`src/rtl/five_fetch_unit_if.sv`:
```
// Fetch-unit bundle: instruction-memory port, CU decision inputs and the
// fetch-side status/decode outputs. The fetch unit is the master; the
// surrounding CPU (memory, CU, datapath) connects through the slave side.
interface five_fetch_unit_if #(
    parameter int INSTR_W = 16,
    parameter int ADDR_W  = 8,
    parameter int CNT_W   = 16
);
    logic                imem_en;
    logic [ADDR_W-1:0]   imem_addr;
    logic [INSTR_W-1:0]  imem_rdata;

    logic                cu_stop;
    logic                cu_wr_pc;
    logic                cu_wr_none_pc;
    logic                acc_neg;
    logic                resume;

    logic [3:0]          opcode;
    logic [ADDR_W-1:0]   addr_field;
    logic [ADDR_W-1:0]   pc;
    logic                exec_en;
    logic                halted;
    logic [CNT_W-1:0]    instr_cnt;

    modport master (
        output imem_en,
        output imem_addr,
        input  imem_rdata,
        input  cu_stop,
        input  cu_wr_pc,
        input  cu_wr_none_pc,
        input  acc_neg,
        input  resume,
        output opcode,
        output addr_field,
        output pc,
        output exec_en,
        output halted,
        output instr_cnt
    );

    modport slave (
        input  imem_en,
        input  imem_addr,
        output imem_rdata,
        output cu_stop,
        output cu_wr_pc,
        output cu_wr_none_pc,
        output acc_neg,
        output resume,
        input  opcode,
        input  addr_field,
        input  pc,
        input  exec_en,
        input  halted,
        input  instr_cnt
    );
endinterface

```
`src/rtl/five_fetch_unit.sv`:
```
// Instruction fetch / sequencing stage of the accumulator CPU.
// Owns PC and IR, reads instruction memory, hands opcode/address to the CU
// and resolves the CU's stop / branch / jump decisions into the next PC.
//
//   state   | meaning
//   --------+---------------------------------------------------------
//   FETCH   | imem read issued at pc
//   DECODE  | instruction word captured into ir
//   EXEC    | exec_en strobe; CU decisions sampled, next pc resolved
//   HALT    | stopped; pc/ir hold until resume (continues at pc+1)
module five_fetch_unit #(
    parameter int INSTR_W = 16,
    parameter int ADDR_W  = 8,
    parameter int CNT_W   = 16
) (
    input  logic              clk,
    input  logic              rst,
    five_fetch_unit_if.master bus
);

    typedef enum logic [1:0] {
        S_FETCH  = 2'd0,
        S_DECODE = 2'd1,
        S_EXEC   = 2'd2,
        S_HALT   = 2'd3
    } state_t;

    localparam logic [ADDR_W-1:0] PC_ONE  = {{(ADDR_W-1){1'b0}}, 1'b1};
    localparam logic [CNT_W-1:0]  CNT_ONE = {{(CNT_W-1){1'b0}}, 1'b1};
    localparam logic [CNT_W-1:0]  CNT_MAX = {CNT_W{1'b1}};

    state_t              state_q;
    state_t              state_d;
    logic [ADDR_W-1:0]   pc_q;
    logic [ADDR_W-1:0]   pc_d;
    logic [INSTR_W-1:0]  ir_q;
    logic [CNT_W-1:0]    cnt_q;
    logic [ADDR_W-1:0]   addr_field;

    logic                ir_load;
    logic                cnt_inc;
    logic                imem_en_c;
    logic                exec_en_c;
    logic                halted_c;

    assign addr_field = ir_q[ADDR_W-1:0];

    // Sequential state: FSM, program counter, instruction register, retire counter.
    always_ff @(posedge clk) begin
        if (rst) begin
            state_q <= S_FETCH;
            pc_q    <= '0;
            ir_q    <= '0;
            cnt_q   <= '0;
        end else begin
            state_q <= state_d;
            pc_q    <= pc_d;
            if (ir_load) begin
                ir_q <= bus.imem_rdata;
            end
            if (cnt_inc && (cnt_q != CNT_MAX)) begin
                cnt_q <= cnt_q + CNT_ONE;
            end
        end
    end

    // Next-state / next-pc decode; strobes depend on state only so the CU
    // inputs never reach an output combinationally.
    always_comb begin
        state_d   = state_q;
        pc_d      = pc_q;
        ir_load   = 1'b0;
        cnt_inc   = 1'b0;
        imem_en_c = 1'b0;
        exec_en_c = 1'b0;
        halted_c  = 1'b0;
        case (state_q)
            S_FETCH: begin
                imem_en_c = 1'b1;
                state_d   = S_DECODE;
            end
            S_DECODE: begin
                ir_load = 1'b1;
                state_d = S_EXEC;
            end
            S_EXEC: begin
                exec_en_c = 1'b1;
                cnt_inc   = 1'b1;
                // Stop wins over any concurrent jump/branch request.
                if (bus.cu_stop) begin
                    state_d = S_HALT;
                end else if (bus.cu_wr_none_pc) begin
                    pc_d    = addr_field;
                    state_d = S_FETCH;
                end else if (bus.cu_wr_pc && bus.acc_neg) begin
                    pc_d    = addr_field;
                    state_d = S_FETCH;
                end else begin
                    pc_d    = pc_q + PC_ONE;
                    state_d = S_FETCH;
                end
            end
            S_HALT: begin
                halted_c = 1'b1;
                if (bus.resume) begin
                    pc_d    = pc_q + PC_ONE;
                    state_d = S_FETCH;
                end
            end
            default: begin
                state_d = S_FETCH;
            end
        endcase
    end

    // IR bits between the address field and the opcode carry no meaning here.
    generate
        if (ADDR_W < INSTR_W - 4) begin : g_ir_gap
            logic unused_ir_gap;
            assign unused_ir_gap = ^ir_q[INSTR_W-5:ADDR_W];
        end
    endgenerate

    assign bus.imem_en    = imem_en_c;
    assign bus.imem_addr  = pc_q;
    assign bus.opcode     = ir_q[INSTR_W-1 -: 4];
    assign bus.addr_field = addr_field;
    assign bus.pc         = pc_q;
    assign bus.exec_en    = exec_en_c;
    assign bus.halted     = halted_c;
    assign bus.instr_cnt  = cnt_q;

endmodule

```
`src/flat_wrapper.sv`:
```
// flat-port wrapper written by rule: the top's interface ports become plain ports
module five_fetch_unit_flat 
#(
    parameter int INSTR_W = 16,
    parameter int ADDR_W  = 8,
    parameter int CNT_W   = 16
)
  (clk, rst, bus_imem_en, bus_imem_addr, bus_imem_rdata, bus_cu_stop, bus_cu_wr_pc, bus_cu_wr_none_pc, bus_acc_neg, bus_resume, bus_opcode, bus_addr_field, bus_pc, bus_exec_en, bus_halted, bus_instr_cnt);
  five_fetch_unit_if #(.INSTR_W(INSTR_W), .ADDR_W(ADDR_W), .CNT_W(CNT_W)) bus_i ();
  input  logic clk;
  input  logic rst;
  output wire logic [$bits(bus_i.imem_en)-1:0] bus_imem_en;
  output wire logic [$bits(bus_i.imem_addr)-1:0] bus_imem_addr;
  input wire logic [$bits(bus_i.imem_rdata)-1:0] bus_imem_rdata;
  input wire logic [$bits(bus_i.cu_stop)-1:0] bus_cu_stop;
  input wire logic [$bits(bus_i.cu_wr_pc)-1:0] bus_cu_wr_pc;
  input wire logic [$bits(bus_i.cu_wr_none_pc)-1:0] bus_cu_wr_none_pc;
  input wire logic [$bits(bus_i.acc_neg)-1:0] bus_acc_neg;
  input wire logic [$bits(bus_i.resume)-1:0] bus_resume;
  output wire logic [$bits(bus_i.opcode)-1:0] bus_opcode;
  output wire logic [$bits(bus_i.addr_field)-1:0] bus_addr_field;
  output wire logic [$bits(bus_i.pc)-1:0] bus_pc;
  output wire logic [$bits(bus_i.exec_en)-1:0] bus_exec_en;
  output wire logic [$bits(bus_i.halted)-1:0] bus_halted;
  output wire logic [$bits(bus_i.instr_cnt)-1:0] bus_instr_cnt;
  assign bus_imem_en = bus_i.imem_en;
  assign bus_imem_addr = bus_i.imem_addr;
  assign bus_i.imem_rdata = bus_imem_rdata;
  assign bus_i.cu_stop = bus_cu_stop;
  assign bus_i.cu_wr_pc = bus_cu_wr_pc;
  assign bus_i.cu_wr_none_pc = bus_cu_wr_none_pc;
  assign bus_i.acc_neg = bus_acc_neg;
  assign bus_i.resume = bus_resume;
  assign bus_opcode = bus_i.opcode;
  assign bus_addr_field = bus_i.addr_field;
  assign bus_pc = bus_i.pc;
  assign bus_exec_en = bus_i.exec_en;
  assign bus_halted = bus_i.halted;
  assign bus_instr_cnt = bus_i.instr_cnt;
  five_fetch_unit #(.INSTR_W(INSTR_W), .ADDR_W(ADDR_W), .CNT_W(CNT_W)) u_core (.clk(clk), .rst(rst), .bus(bus_i));
endmodule
```
`config.mk`:
```
export PLATFORM = sky130hd
export DESIGN_NAME = five_fetch_unit_flat
export DESIGN_NICKNAME = d
export VERILOG_FILES = /design/src/rtl/five_fetch_unit_if.sv /design/src/rtl/five_fetch_unit.sv /design/src/flat_wrapper.sv
export SDC_FILE = /design/constraint.sdc
export NUM_CORES = 1
export LEC_CHECK = 0
export ABC_AREA = 1
export BUFFER_PORTS_ARGS = -buffer_cell sky130_fd_sc_hd__buf_4
export CAP_MARGIN = 20
export CORE_MARGIN = 1.5
export CORE_UTILIZATION = 50
export CTS_CLUSTER_SIZE = 40
export DETAILED_ROUTE_END_ITERATION = 16
export GPL_TIMING_DRIVEN = 0
export PLACE_DENSITY_LB_ADDON = 0.12
export SETUP_SLACK_MARGIN = 0.2
export SLEW_MARGIN = 30
export SYNTH_ARGS = -nofsm -noshare
export SYNTH_HDL_FRONTEND = slang
export SYNTH_SLANG_ARGS = --single-unit
```
`constraint.sdc`:
```
create_clock -name clk -period 3.86 [get_ports clk]
set_clock_uncertainty 0.05 [all_clocks]
set_input_delay 0.386 -clock clk [delete_from_list [all_inputs] [get_ports clk]]
set_output_delay 0.386 -clock clk [all_outputs]
set_load 0.1 [all_outputs]
```
==> impl_metrics.toml, run 1 <==
[synthesis]
synth_common_cells = "85 x nand2_1, 52 x nor2_1, 38 x dfxtp_1, 31 x inv_1, 22 x nand3_1"
synth_edf_count = 0
synth_ff_type = "dfxtp_1"
syn_nets = 344
yosysTopAreaCell = "dfxtp_1"
ys_warn_count = 0
synth.most_common_cell = "nand2_1"
ys_top_cells_by_area = "dfxtp_1 37%, nand2_1 15%, nor2_1 9.4%, inv_1 5.6%, nand3_1 5.3%"
syn-cell-area_mm2 = 0.00207
ys_seq_elements = 38
synth_top_area_share_pct = 36.7
syn-instance-count = 319
synth_cell_types = 28
ys_seq_area_share_pct = 36.7
synthArstFlopShare_pct = 0
avgSynthCellArea_um2 = 6.50

[setup_path]
cp-start-kind = "register"
r2r_slack_ns = 2.03
path_max_fanout = 10
end_kind = "register"
reg2reg_from = "u_core.bus.instr_cnt[0]$_SDFFE_PP0P_"
worstSetupStartpoint = "u_core.bus.instr_cnt[0]$_SDFFE_PP0P_"
setup.worst_path.end = "u_core.bus.instr_cnt[1]$_SDFFE_PP0P_"
crit_arrival_ns = 1.96
reg2reg_depth = 9
reg2reg_to = "u_core.bus.instr_cnt[1]$_SDFFE_PP0P_"
path_class = "register to register"
cp.required_ns = 3.99

[run]
cap_violations = 0

[routing]
drc = 0
vias = 2170
via_per_inst = 4.93
first_pass_iters = 4
routedWlPerCell_um = 11.5
drtIter0Drc = 183
postRouteWirelength_mm = 5.07
ant_nets = 0

[floorplanning]
fp.dieH_um = 67.4
die-width_um = 67.4
design.die.area_mm2 = 0.00454
rows = 23
io_pins = 70
core_area_mm2 = 0.00400
start_util_pct = 51.8

[grt]
grt_max_degree = 12
gr-usage-all-layers_pct = 23.3
overflow = 0
antenna_found_initial = 0
grt_pass1_vias = 1742
grt_pass1_wl_mm = 7.98

[clock_tree]
numCtsBuffers = 5
post_cts_resized = 0
clock_path_buffers = 2
htreeDepth = 2
cts_tree = "done"
clk_pin_slew_worst_paths_ns = 0.08
cts_hold_buf = 0
cts_root_buf = "clkbuf_8"
cts_sinks = 38
post-cts-setup-buffer-count = 0
clk_latency_ns = 0.29

[pwr]
power_uw = 1280
power.density_mw_per_mm2 = 468
power.leakage_uw = 0.00125
peakVddDrop_mv = 0.317

[sta]
fin_setup_tns_ns = 0
tightest_slew_ns = 0.571
slew-limit-headroom_pct = 61.9
max_freq_ghz = 0.546
drv_slew = 0
hold_violations = 0
period_needed_ns = 1.83
setup_viol = 0
min_period_over_period_pct = 47.4
rsz0062_at_grt = "false"

[layout]
area_growth_pct = 31.6
multiInputGateArea_mm2 = 0.00106
drive_gt1_share_pct = 25.1
seq_area_um2 = 761
nFillCells = 388
fin_nets = 415
n_antenna_cell = 0

[placement]
gp_congestion = 0.806
portBuffers = 64
hpwlAfterDp_mm = 3.76

[worst_hold_path]
hp-class = "input pin to register"

[status]
status = "finished, final reports clean"
-- kinds of logic (layout without fill, tap and decap cells) --
family | Yosys count | in the layout | share of synthesized area, %
DFF | 38 | 38 | 36.7
AOI/OAI and AO/OA | 46 | 46 | 11.7
xor gates and xnor gates | 5 | 5 | 2.11
and+or+nand+nor | 176 | 176 | 36.4
buffers and inverters | 52 | 123 | 11.9
adders and majority gates | 2 | 2 | 1.21
-- per-stage QoR --
step | setup WS, ns | cell area, um^2 | util [%] | std cells | hold slack (ns)
global route | 1.83 | 2730 | 68.2 | 440 | 0.297
CTS | 2.04 | 2730 | 68.2 | 440 | 0.287
detailed placement | 2.06 | 2620 | 65.4 | 433 | 0.423
finish | 2.03 | 2730 | 68.2 | 440 | 0.293
global placement | 2.12 | 2620 | 65.4 | 433 | 0.409
floorplan | 1.57 | 2070 | - | 319 | 0.500
-- per-layer routing --
metal  GRT usage, %  routed length (um)  part of all wire, %
met1           32.9                2380                   47
met2           35.4                2270                   45
met3           6.67                 379                  7.5
met4           4.59                  34                 0.67
met5              0                   0                    0
-- sequential cells by signal (all words and copies together) (netlist names) --
register              flops
u_core.bus.imem_addr      8
u_core.bus.instr_cnt     16
u_core.ir_q              12
u_core.state_q            2
-- critical path: stages (launching register included) --
cell	delay, ns
dfxtp_1	0.48
ha_1	0.31
inv_1	0.06
nor2_1	0.10
nand2_1	0.12
nor2_1	0.22
nor2_4	0.08
buf_6	0.15
nor2_1	0.10
nor2_1	0.05
-- placed cells by master, fill, tap and decap left out --
master     instances
nand2_1           85
buf_4             72
nor2_1            52
dfxtp_1           38
inv_1             31
nand3_1           22
a21oi_1           21
o21ai_0           20
nand4_1            7
clkbuf_8           6
inv_2              3
buf_2              3
clkbuf_1           3
xor2_1             3
nor2_4             2
nand3b_1           2
buf_6              2
nand2_2            2
a21oi_2            2
xnor2_1            2
o21ai_1            2
ha_1               2
clkinv_1           1
o21ai_2            1
or2_1              1
nand3_4            1
inv_4              1
nor2_2             1
or2_2              1
bufinv_16          1
-- power by group --
part           internal, uW  switching (uW)  leakage [uW]  total [uW]
sequential              421            30.2      0.000310         452
clock                   207             142     0.0000573         349
combinational           107             368      0.000882         475
-- cell type report --
cell class | instances | area share [%]
repair buffers | 64 | 17.6
plain buffers | 16 | 3.99
clock buffers | 6 | 3.03
clock inverters | 1 | 1.10
well taps | 50 | 2.29
flip-flops and latches | 38 | 27.9
inverters | 36 | 5.05
multi-input cells | 229 | 39.0
-- worst min-delay path by stage --
stage / slack [ns] / endpoint / startpoint / depth (start not counted)
global route: 0.30 / u_core.ir_q[2]$_SDFFE_PP0N_ / bus_imem_rdata[2] / 3
floorplan: 0.50 / u_core.ir_q[0]$_SDFFE_PP0N_ / bus_imem_rdata[0] / 2
global placement: 0.41 / u_core.ir_q[5]$_SDFFE_PP0N_ / u_core.ir_q[5]$_SDFFE_PP0N_ / 2
detailed placement: 0.42 / u_core.ir_q[3]$_SDFFE_PP0N_ / u_core.ir_q[3]$_SDFFE_PP0N_ / 2
CTS: 0.29 / u_core.ir_q[0]$_SDFFE_PP0N_ / bus_imem_rdata[0] / 3
finish: 0.29 / u_core.ir_q[0]$_SDFFE_PP0N_ / bus_imem_rdata[0] / 3
(Power assumes the default switching activity.)
==> run 2: changes to the inputs <==
clock period = 1.8 ns   (was 3.86 ns; I/O delays follow)
==> run 2 against run 1 <==
  * Cell count up 0.68%
  * Sequential power rose by 110%
  * Wire length rose by 0.38%
  * Worst hold slack worse by 0.21 ns
  * Utilization increased by 2.1 points
  * Global-route usage up 0.062 points
  * Combinational power grew 120%
==> impl_metrics.toml, run 2 (synthesis results as in run 1) <==
[status]
status = "finished, final reports clean"

[layout]
final_cells = 443
seq_area_um2 = 831
nFillCells = 356
drive_gt1_share_pct = 33.1
layout_commonest_cell = "nand2_1"
final_cell_mix = "82 x nand2_1, 74 x buf_4, 50 x nor2_1"
fin_util_pct = 70.3
fin_nets = 417
n_antenna_cell = 0
area_growth_pct = 35.6
largest_register_ffs = 16
multiInputGateArea_mm2 = 0.00109

[clock_tree]
htreeDepth = 2
cts_hold_buf = 0
cts_sinks = 38
cts_root_buf = "clkbuf_8"
clk_latency_ns = 0.29
clock_path_buffers = 2
clk_pin_slew_worst_paths_ns = 0.08
numCtsBuffers = 5
cts_tree = "done"

[setup_path]
path_class = "register to register"
worstSetupStartpoint = "u_core.bus.instr_cnt[1]$_SDFFE_PP0P_"
cp.required_ns = 1.95
crit_arrival_ns = 1.72
slowest_delay_ns = 0.38
cp.depth = 10
cpMaxStageDelayCell = "dfxtp_4"
path_max_fanout = 5
reg2reg_depth = 10
reg2reg_from = "u_core.bus.instr_cnt[1]$_SDFFE_PP0P_"
cp_num_buf_inv = 3
setup.worst_path.end = "u_core.bus.instr_cnt[5]$_SDFFE_PP0P_"
cp-start-kind = "register"
end_kind = "register"
crit_family = "simple AND/OR/NAND/NOR gates"
reg2reg_to = "u_core.bus.instr_cnt[5]$_SDFFE_PP0P_"
r2r_slack_ns = 0.23
crit_path_cell_trace = "ha_4 > inv_1 > nor2_1 > nand2_2 > inv_2 > nand2_2 > nand2_2 > buf_4 > nand2_1 > a21oi_1"
cpMostUsedCell = "nand2_2"

[grt]
antenna_found_initial = 0
grt_max_degree = 13
grt_pass1_vias = 1858
overflow = 0
gr-usage-all-layers_pct = 23.3
grt_pass1_wl_mm = 8.13

[pwr]
clockPowerShare_pct = 22.3
power.density_mw_per_mm2 = 911
p_switching_uw = 1160
seqPwrFrac_pct = 37.3
p_int_uw = 1400
pwr-share-comb_pct = 40.4
switching_share_pct = 45.5
peakVddDrop_mv = 0.791
power.leakage_uw = 0.00127

[floorplanning]
start_util_pct = 51.8
die-width_um = 67.4
rows = 23
core_area_mm2 = 0.00400
design.die.area_mm2 = 0.00454
io_pins = 70
fp.dieH_um = 67.4

[sta]
fin_setup_tns_ns = 0
setup_viol = 0
fin_ws_ns = 0.232
period_needed_ns = 1.57
hold-worst-slack_ns = 0.0841
rsz0062_at_grt = "true"
min_period_over_period_pct = 87.1
max_freq_ghz = 0.638
slew-limit-headroom_pct = 60.7
hold_violations = 0
tightest_slew_ns = 0.589
drv_slew = 0

[routing]
ant_nets = 0
drtIter0Drc = 158
via_per_inst = 4.93
routedWlPerCell_um = 11.5
vias = 2184
drc = 0
postRouteWirelength_mm = 5.08
first_pass_iters = 4

[placement]
dp_slack_ns = 0.286
portBuffers = 64
gp_congestion = 0.860
place_inst = 433
hpwlAfterDp_mm = 3.78

[run]
cap_violations = 0

[worst_hold_path]
hp-class = "input pin to register"
-- run 2: changes by cell type in the layout (fill, tap and decap cells not counted), moves of 2 or more --
| cell | change |
|---|---|
| nor2_1 | -2 |
| nor2_2 | +2 |
| nand2_2 | +3 |
| dfxtp_1 | -24 |
| buf_4 | +2 |
| dfxtp_4 | +16 |
| nand2_1 | -3 |
| dfxtp_2 | +8 |
| clkinv_2 | +2 |
-- run 2: layout make-up --
cell class | count | area share [%]
Sequential cell | 38 | 29.6
Timing Repair Buffer | 66 | 17.6
Inverter | 36 | 4.99
Clock inverter | 2 | 0.356
Tap cell | 50 | 2.23
Multi-Input combinational cell | 229 | 38.8
Buffer | 16 | 3.87
Clock buffer | 6 | 2.58
-- run 2: how the worst min path moves through the flow --
stage / from / to / slack [ns] / depth (start not counted)
finish: bus_imem_rdata[0] / u_core.ir_q[0]$_SDFFE_PP0N_ / 0.08 / 3
global route: bus_imem_rdata[2] / u_core.ir_q[2]$_SDFFE_PP0N_ / 0.10 / 3
CTS: bus_imem_rdata[6] / u_core.ir_q[6]$_SDFFE_PP0N_ / 0.09 / 3
detailed placement: bus_imem_rdata[0] / u_core.ir_q[0]$_SDFFE_PP0N_ / 0.39 / 3
global placement: bus_imem_rdata[14] / u_core.ir_q[14]$_SDFFE_PP0N_ / 0.38 / 3
floorplan: bus_imem_rdata[0] / u_core.ir_q[0]$_SDFFE_PP0N_ / 0.29 / 2
-- run 2: repair_timing --
action / in CTS / in global routing
buffers inserted: 0 / 1
setup endpoints to repair: 0 / 11
gates resized for setup: 0 / 2
-- run 2: through the flow --
stage          instance area, um^2  total power (uW)
6_report                      2810              2560
5_1_grt                       2810              2680
4_1_cts                       2790              2570
3_5_place_dp                  2710              2000
3_3_place_gp                  2710              1990
2_1_floorplan                 2170              1780
-- run 2: power by group through the flow --
stage | Sequential, uW | Clock, uW | Combinational [uW]
2_1_floorplan | 1370 | 0 | 410
3_3_place_gp | 972 | 0 | 1020
3_5_place_dp | 974 | 0 | 1020
4_1_cts | 955 | 591 | 1030
5_1_grt | 964 | 627 | 1090
6_report | 954 | 571 | 1030
-- run 2: worst register-to-register path, cell delays in order, from the launching register on --
cell and delay [ns]:
dfxtp_4 0.38, ha_4 0.16, inv_1 0.04, nor2_1 0.14
nand2_2 0.11, inv_2 0.08, nand2_2 0.06, nand2_2 0.10
buf_4 0.16, nand2_1 0.05, a21oi_1 0.15
-- run 2: metal layers --
| metal | part of all wire (%) | up-vias | GRT usage (%) |
|---|---|---|---|
| met5 | 0 | - | 0 |
| met4 | 0.57 | 0 | 3.83 |
| met3 | 5.9 | 4 | 6.50 |
| met2 | 45 | 56 | 36.5 |
| met1 | 48 | 971 | 32.5 |
| li1 | - | 1153 | - |
==> run 3: changes to the inputs <==
CTS_CLUSTER_DIAMETER = 80   (was not set)
PLACE_DENSITY = 0.89   (was not set)
PLACE_DENSITY_LB_ADDON = not set   (was 0.12)
RECOVER_POWER = 50   (was not set)
==> run 3 against run 2 <==
  * Power up 8.7%
  * Final area is 1.5% lower
  * Worst setup slack better by 0.047 ns
  * Largest cell class unchanged
  * Non-clock buffer count stayed put
  * Wire length grew 3.5%
  * First-iteration DRC count rose by 31%
  * Fmax is 3.1% higher
  * Sequential power barely moved
  * Combinational power barely moved
  * Critical endpoint is now bus_exec_en
  * Sequential share of layout area increased by 0.44 points
  * Utilization fell by 1.0 points
  * Highest routed layer unchanged
==> impl_metrics.toml, run 3 (synthesis results as in run 1) <==
[status]
status = "finished, final reports clean"

[worst_hold_path]
hp-class = "input pin to register"
hold_depth = 3

[pwr]
power.density_mw_per_mm2 = 1000
peakVddDrop_mv = 0.834
power_uw = 2780
power.leakage_uw = 0.00126

[setup_path]
crit_arrival_ns = 1.29
r2r_slack_ns = 0.32
end_kind = "primary output"
worstSetupStartpoint = "u_core.state_q[1]$_SDFFE_PP0P_"
reg2reg_to = "u_core.bus.instr_cnt[3]$_SDFFE_PP0P_"
cp.required_ns = 1.57
path_class = "register to primary output"
reg2reg_from = "u_core.bus.instr_cnt[1]$_SDFFE_PP0P_"
setup.worst_path.end = "bus_exec_en"
path_max_fanout = 7
cp-start-kind = "register"
reg2reg_depth = 10

[routing]
routedWlPerCell_um = 11.9
via_per_inst = 5.02
postRouteWirelength_mm = 5.26
drtIter0Drc = 207
first_pass_iters = 4
ant_nets = 0
drc = 0
vias = 2225

[clock_tree]
htreeDepth = 2
clk_latency_ns = 0.29
cts_tree = "done"
cts_root_buf = "clkbuf_8"
clock_path_buffers = 2
clk_pin_slew_worst_paths_ns = 0.08
cts_hold_buf = 0
numCtsBuffers = 5
cts_sinks = 38

[floorplanning]
fp.dieH_um = 67.4
core_area_mm2 = 0.00400
start_util_pct = 51.8
io_pins = 70
design.die.area_mm2 = 0.00454
rows = 23
die-width_um = 67.4

[layout]
n_antenna_cell = 0
drive_gt1_share_pct = 33.3
fin_nets = 417
fin_util_pct = 69.2
layout_commonest_cell = "nand2_1"
largest_register_ffs = 16
area_growth_pct = 33.6
final_cell_mix = "82 x nand2_1, 49 x nor2_1, 38 x clkbuf_2"

[sta]
drv_slew = 0
rsz0062_at_grt = "false"
setup_viol = 0
period_needed_ns = 1.52
slew-limit-headroom_pct = 59.8
hold_violations = 0
max_freq_ghz = 0.658
min_period_over_period_pct = 84.5
fin_ws_ns = 0.279
fin_setup_tns_ns = 0
tightest_slew_ns = 0.603

[placement]
dp_slack_ns = 0.309
portBuffers = 64
hpwlAfterDp_mm = 3.84
gp_congestion = 0.897

[grt]
grt_pass1_wl_mm = 8.35
antenna_found_initial = 0
grt_max_degree = 14
grt_pass1_vias = 1956
gr-usage-all-layers_pct = 24.1
overflow = 0

[run]
cap_violations = 0
==> run 3: cell types whose count changed in the layout (fill, tap and decap cells not counted), moves of 2 or more <==
cell,before,now
clkbuf_2,0,38
clkinv_2,2,0
buf_2,3,1
buf_4,74,36
==> run 3: report_power, final <==
part	leakage (uW)	internal [uW]	switching (uW)
Clock	0.0000665	500	329
Combinational	0.000863	202	798
Sequential	0.000326	888	65.8
==> run 3: worst min-delay path by stage <==
stage                       start                            to
2_1_floorplan   bus_imem_rdata[0]   u_core.ir_q[0]$_SDFFE_PP0N_
3_3_place_gp    bus_imem_rdata[0]   u_core.ir_q[0]$_SDFFE_PP0N_
3_5_place_dp   bus_imem_rdata[15]  u_core.ir_q[15]$_SDFFE_PP0N_
4_1_cts        bus_imem_rdata[15]  u_core.ir_q[15]$_SDFFE_PP0N_
5_1_grt         bus_imem_rdata[1]   u_core.ir_q[1]$_SDFFE_PP0N_
6_report       bus_imem_rdata[15]  u_core.ir_q[15]$_SDFFE_PP0N_
==> run 3: layer usage <==
metal	vias up	GRT usage, %	routed length (um)
li1	1146	-	-
met1	988	29.7	2280
met2	82	41.0	2590
met3	9	5.00	302
met4	0	9.69	94
met5	-	0	0
==> run 3: metrics by stage <==
stage | cell area (um^2) | hold slack, ns | instances
3_5_place_dp | 2710 | 0.394 | 433
6_report | 2770 | 0.0862 | 443
5_1_grt | 2770 | 0.0895 | 443
2_1_floorplan | 2170 | 0.294 | 319
3_3_place_gp | 2710 | 0.381 | 433
4_1_cts | 2840 | 0.0861 | 441
==> run 3: repair_timing <==
action / CTS / global route
endpoints found under the setup margin: 0 / 12
setup buffers: 0 / 2
resized for setup: 0 / 3
==> run 3: area by class of cell <==
class                   instances  area, um^2
plain buffers                  16         110
clock buffers                   6        93.8
clock inverters                 2        38.8
fillers                       327        1230
inverters                      36         140
multi-input cells             229        1090
flip-flops and latches         38         831
well taps                      50        62.6
repair buffers                 66         400
==> run 3: worst max-delay path, stage by stage (launching register included) <==
cell and delay (ns):
dfxtp_4 0.40, inv_4 0.04, nor2_4 0.22, buf_4 0.34
